[src/rtl/mem_arbiter.sv]
// Arbitrates one RAM port between the instruction and data channels of a core.
// Define ARB_RR_EN for alternating priority; fixed data-over-instruction otherwise.
module mem_arbiter #(
   parameter int ADDR_W = 32,
   parameter int WORD_W = 32
) (
   input  logic              CLK,
   input  logic              nRST,
   input  logic              iREN,
   input  logic [ADDR_W-1:0] iaddr,
   output logic              iwait,
   output logic [WORD_W-1:0] iload,
   input  logic              dREN,
   input  logic              dWEN,
   input  logic [ADDR_W-1:0] daddr,
   input  logic [WORD_W-1:0] dstore,
   output logic              dwait,
   output logic [WORD_W-1:0] dload,
   output logic              ramREN,
   output logic              ramWEN,
   output logic [ADDR_W-1:0] ramaddr,
   output logic [WORD_W-1:0] ramstore,
   input  logic [WORD_W-1:0] ramload,
   input  logic [1:0]        ramstate
);

   localparam logic [1:0] IDLE = 2'd0;
   localparam logic [1:0] IGNT = 2'd1;
   localparam logic [1:0] DGNT = 2'd2;

   localparam logic [1:0] RAM_ACCESS = 2'd2;

   logic [1:0] r_state;
   logic [1:0] w_next;
   logic       w_dReq;
   logic       w_access;
   logic       w_iFirst;
   logic       w_done;

   assign w_dReq   = dREN | dWEN;
   assign w_access = (ramstate == RAM_ACCESS);
   assign w_done   = w_access & (((r_state == IGNT) & iREN) | ((r_state == DGNT) & w_dReq));

`ifdef ARB_RR_EN
   logic r_prio;

   // Flip priority after every completed transfer so both channels alternate under contention.
   always_ff @(posedge CLK or negedge nRST) begin
      if (!nRST)
         r_prio <= 1'b0;
      else if (w_done)
         r_prio <= ~r_prio;
   end

   assign w_iFirst = iREN & (~w_dReq | r_prio);
`else
   assign w_iFirst = iREN & ~w_dReq;
`endif

   always_comb begin
      w_next = r_state;
      case (r_state)
         IDLE: begin
            if (w_iFirst)
               w_next = IGNT;
            else if (w_dReq)
               w_next = DGNT;
         end
         IGNT: begin
            if (!iREN || w_access)
               w_next = IDLE;
         end
         DGNT: begin
            if (!w_dReq || w_access)
               w_next = IDLE;
         end
         default: w_next = IDLE;
      endcase
   end

   always_ff @(posedge CLK or negedge nRST) begin
      if (!nRST)
         r_state <= IDLE;
      else
         r_state <= w_next;
   end

   // A withdrawn request leaves everything idle, so the caller never sees a wait=0 pulse.
   always_comb begin
      ramREN   = 1'b0;
      ramWEN   = 1'b0;
      ramaddr  = '0;
      ramstore = '0;
      iwait    = 1'b1;
      dwait    = 1'b1;
      iload    = '0;
      dload    = '0;
      if (r_state == IGNT && iREN) begin
         ramREN  = 1'b1;
         ramaddr = iaddr;
         iwait   = ~w_access;
         iload   = ramload;
      end else if (r_state == DGNT && w_dReq) begin
         ramaddr = daddr;
         if (dWEN) begin
            ramWEN   = 1'b1;
            ramstore = dstore;
         end else begin
            ramREN = 1'b1;
         end
         dwait = ~w_access;
         dload = ramload;
      end
   end

endmodule

[config.mk]
export PLATFORM = sky130hd
export DESIGN_NAME = mem_arbiter
export DESIGN_NICKNAME = d
export VERILOG_FILES = /design/src/rtl/mem_arbiter.sv
export SDC_FILE = /design/constraint.sdc
export NUM_CORES = 1
export LEC_CHECK = 0
export CORE_AREA = 2 2 103 105
export DETAILED_ROUTE_END_ITERATION = 6
export DIE_AREA = 0 0 105 107
export PLACE_DENSITY = 0.57
export SLEW_MARGIN = 0
export SYNTH_ARGS = -nofsm -noshare
export SYNTH_HDL_FRONTEND = slang
export SYNTH_SLANG_ARGS = --single-unit
export TNS_END_PERCENT = 30
[constraint.sdc]
create_clock -name CLK -period 1.77 [get_ports CLK]
set_input_delay 0.354 -clock CLK [delete_from_list [all_inputs] [get_ports CLK]]
set_output_delay 0.354 -clock CLK [all_outputs]
set_load 0.1 [all_outputs]
# ---- Word level (Yosys, flattened, before mapping)
# Cells that the tools add are included.
dict set report classes {
  n_eq_ne 6
  order_cmp 0
  multipliers 0
  n_reduce_logical 8
  n_addsub 0
  div 0
  shift 0
  n_mux 22
  bitwise_logic 4
}
# operator count
set op_table {}
lappend op_table {{$mux 32} 8}
lappend op_table {{$mux 1} 9}
lappend op_table {{$mux 2} 4}
lappend op_table {{$pmux 2 s3} 1}
lappend op_table {{$eq 2x2->1 const B} 2}
lappend op_table {{$ne 2x2->1 const B} 2}
lappend op_table {{$ne 3x3->1 const B} 1}
lappend op_table {{$reduce_and 3->1} 1}
lappend op_table {{$eq 2x1->1 const B} 1}
lappend op_table {{$logic_and 1x1->1} 2}
lappend op_table {{$logic_not 1->1} 2}
lappend op_table {{$logic_not 2->1} 1}
lappend op_table {{$logic_or 1x1->1} 2}
lappend op_table {{$not 1->1} 2}
lappend op_table {{$and 1x1->1} 1}
lappend op_table {{$or 1x1->1} 1}
dict set report totals {
  rom_bits 0
  mem_count 0
  elab_cells 41
  inputBits 135
  output_inout_bits 132
  ram_bits 0
  latch_bits 0
  regBits 2
}

# ---- Logic depth before layout (Yosys ltp)
dict set report depth {
  ltp_word 5
  ltp_mapped 5
  mapped_depth_nobuf 2
}

# ---- Worst setup path after synthesis
# No wires, ideal clock.
dict set report synth_timing {
  kind {register -> output}
  startpoint {reg r_state[1]}
  endpoint {out ramstore[22]}
  slack_ps -541
  path_stages_with_launch 5
  t_arrival_ps 1957
  required_ps 1416
  n_path_buf 2
  cell_sequence {dfrtp_1 buf_4 and3b_1 buf_2 and2_1}
}
dict set report synth_via {
  elab_chain_cells 4
  elab_cells_between_ends 6
  cone_classes {2 x eq/ne; 2 x mux; 2 x reduce/logical}
}
# item line
set synth_lines {}
lappend synth_lines {{start, declared} 33} ;# logic [1:0] r_state;
lappend synth_lines {{start signal, assigned} 85} ;# r_state <= w_next;
lappend synth_lines {{$eq 2x2->1} 103} ;# end else if (r_state == DGNT && w_dReq) begin
lappend synth_lines {{$logic_and 1x1->1} 103}
lappend synth_lines {{$mux 32} 103}
lappend synth_lines {{$mux 32 (*)} 98} ;# if (r_state == IGNT && iREN) begin
lappend synth_lines {{end, declared} 22} ;# output logic [WORD_W-1:0] ramstore,
# Mark *: on every way between the ends. The rest lies on a longest branch, timed or not.

# ---- Worst setup path after layout
dict set report layout_timing {
  startpoint {reg r_state[0]}
  endpoint {out ramaddr[21]}
}
dict set report layout_via {
  elab_chain_cells 4
  elab_cells_between_ends 6
  cone_classes {2 x eq/ne; 2 x mux; 2 x reduce/logical}
}
# item line
set layout_lines {}
lappend layout_lines {{$eq 2x2->1} 103}
lappend layout_lines {{$logic_and 1x1->1} 103}
lappend layout_lines {{$mux 32} 103}
lappend layout_lines {{$mux 32 (*)} 98}
lappend layout_lines {{end, declared} 21} ;# output logic [ADDR_W-1:0] ramaddr,
# Marked as above.

==> results.ini <==
[drt]
num_vias = 2536
wl_per_cell_um = 18.8
wirelength_mm = 10.9
routed_via_density = 4.37
dr.first_iter.drc_count = 60
dr.pass1.iters = 4
antenna_left = 0
drc = 0

[critical_path]
r2r_end = r_state[1]
crit_chain = buf_6 -> o21ba_4 -> buf_12 -> buf_12 -> a32o_4 -> buf_12
crit_buf_inv = 4
required_ps = 1420
reg2reg_slack_ps = 540
timing.rr.start = r_state[0]
worstSetupPathType = reg2out
cpMostUsedCell = buf_12
critPathCaptureType = primary output
worst_setup_path_start_kind = flip-flop
r2r_cells = 4
crit_path_max_incr_delay_ps = 370
startpoint = r_state[0]
slowest_stage = dfrtp_1
critPathTopFamily = buffers and inverters
cp.arrival_ps = 1640
path_max_fanout = 8

[clock_tree]
clk_latency_ps = 220
cts_max_level = 1
ctsHoldBuffers = 0
clk_path_buf_depth = 2
cts_root_buf = clkbuf_8
numCtsBuffers = 3
clk_pin_slew_worst_paths_ps = 30
cts_sinks = 2
cts_tree = built

[finish]
layout.nets = 580
multi_input_area_mm2 = 0.00158
drive_gt1_share_pct = 67.3
final_core_util_pct = 63.3
final-seq-area_um2 = 51.3
fillCellCount = 814
top_regs = r_state: 2 flops
mostFrequentLayoutCells = buf_12 (141), clkdlybuf4s50_1 (131), and2_4 (63), and3_4 (32), a32o_4 (22)
mostFrequentLayoutCell = buf_12
largest_register_ffs = 2
antenna_cells = 0
top_register = r_state
areaGrowthSynthToFinish_pct = 437

[floorplanning]
ios = 267
die_area_mm2 = 0.0112
die_y_um = 107
chipWidth_um = 105
start_util_pct = 11.8
core_mm2 = 0.0101
rows = 37

[synth]
synth-warning-count = 0
ys_ff_latch = 2
syn_area_per_cell_um2 = 7.17
yosysUniqueCellTypes = 17
ys_seq_area_share_pct = 4.21
syn_nets = 301
netlist_instances = 166
synth.cell_area_mm2 = 0.00119

[flow_run]
drv_cap = 0

[placement]
io_buffers = 266
hpwl_mm = 8.13
place.gp.congestion = 0.872

[sta]
rsz0062_at_grt = true
min_period_ps = 1990
max_freq_mhz = 503
hold_violations = 0
worst_slew_pin_slew_ps = 328
fin_crit_sh_pct = 112
whs_ps = 309
drv_slew = 0
fin_skew_ps = 5.01
setup_viol = 132
layout_setup_ws_ps = -219
relSlewSlack_pct = 77.6

[grt]
grt_first_pass_wirelength_mm = 16.6
grt_overflow = 0
antenna_found_initial = 1
grt_pass1_vias = 2841
grt_max_degree = 22
grt_usage_pct = 19.1

[run_status]
violations = negative setup slack
status = finished with violations

[power_and_ir_drop]
leakage_nw = 2.61
ir_drop_mv = 0.318
p_per_area_mw_per_mm2 = 523

[min_path]
min_path_type = in2async

[how the worst max path moves through the flow]
stage / slack (ps) / depth (start not counted) / endpoint
2_1_floorplan: -250 / 3 / dload[24]
3_3_place_gp: -350 / 5 / ramaddr[31]
3_5_place_dp: -340 / 5 / ramaddr[31]
4_1_cts: -220 / 6 / ramstore[30]
5_1_grt: -280 / 6 / ramaddr[21]
6_report: -220 / 6 / ramaddr[21]
[where the power goes]
| part | switching (mW) | total, mW | internal, mW |
|---|---|---|---|
| clock network | 0.0435 | 0.197 | 0.153 |
| logic | 1.78 | 3.09 | 1.31 |
| registers | 0.00176 | 0.0515 | 0.0497 |
[routing by layer]
metal | vias up | part of all wire [%] | GRT usage [%] | wire, um
met5 | - | 0 | 0 | 0
met4 | 0 | 1.2 | 3.62 | 135
met3 | 10 | 7.7 | 5.53 | 840
met2 | 142 | 53 | 35.0 | 5730
met1 | 1204 | 38 | 22.1 | 4190
li1 | 1180 | - | - | -
[logic make-up (layout without fill, tap and decap cells)]
| family | count (synthesis) | count (layout) | synth area share (%) |
|---|---|---|---|
| AO/OA/AOI/OAI | 36 | 36 | 29.9 |
| AND/OR/NAND/NOR | 101 | 101 | 53.2 |
| flip-flops | 2 | 2 | 4.21 |
| buffers and inverters | 27 | 305 | 12.7 |
[metrics by stage]
stage	setup slack [ps]	TNS, ps	power, mW	instance area (um^2)	cells
detailed placement	-339	-36970	2.93	5710	557
CTS	-224	-24120	3.37	6420	581
global route	-278	-29780	3.43	6380	580
floorplan	-251	-15150	1.71	1520	166
global placement	-350	-37220	2.92	5710	557
finish	-219	-21620	3.34	6380	580
[layout make-up]
type	instances	area share, %
timing repair buffer	299	70.9
multi-input combinational	137	24.8
tap	136	2.67
sequential	2	0.803
clock buffer	4	0.705
inverter	2	0.118
[worst register-to-register path, stage by stage, from the launching register on]
cell	delay, ps
dfrtp_1	370
buf_6	120
o21ba_4	270
buf_8	180
a21boi_0	200
[timing repair]
| action | CTS | global route |
|---|---|---|
| endpoints found under the hold margin | 0 | 0 |
| buffers inserted | 12 | 2 |
| gates cloned | 9 | 0 |
| setup endpoints to repair | 132 | 132 |
| pin swaps | 71 | 15 |
| gates resized for setup | 103 | 12 |
[cells in the mapped netlist]
| cell type | instances | area, um^2 |
|---|---|---|
| and2_1 | 64 | 400 |
| a32o_1 | 32 | 320 |
| and3_1 | 32 | 200 |
| clkbuf_1 | 14 | 52.6 |
| buf_6 | 5 | 56.3 |
| buf_2 | 4 | 20.0 |
| and3b_1 | 2 | 17.5 |
| buf_4 | 2 | 15.0 |
| dfrtp_1 | 2 | 50.1 |
| inv_1 | 2 | 7.51 |
| a2111oi_0 | 1 | 8.76 |
| a21boi_0 | 1 | 7.51 |
| a31o_2 | 1 | 8.76 |
| nand2_1 | 1 | 3.75 |
| nand3_1 | 1 | 5.00 |
| nor2b_1 | 1 | 6.26 |
| o21ba_2 | 1 | 10.0 |
No activity file was read; power rests on OpenSTA's default activity.
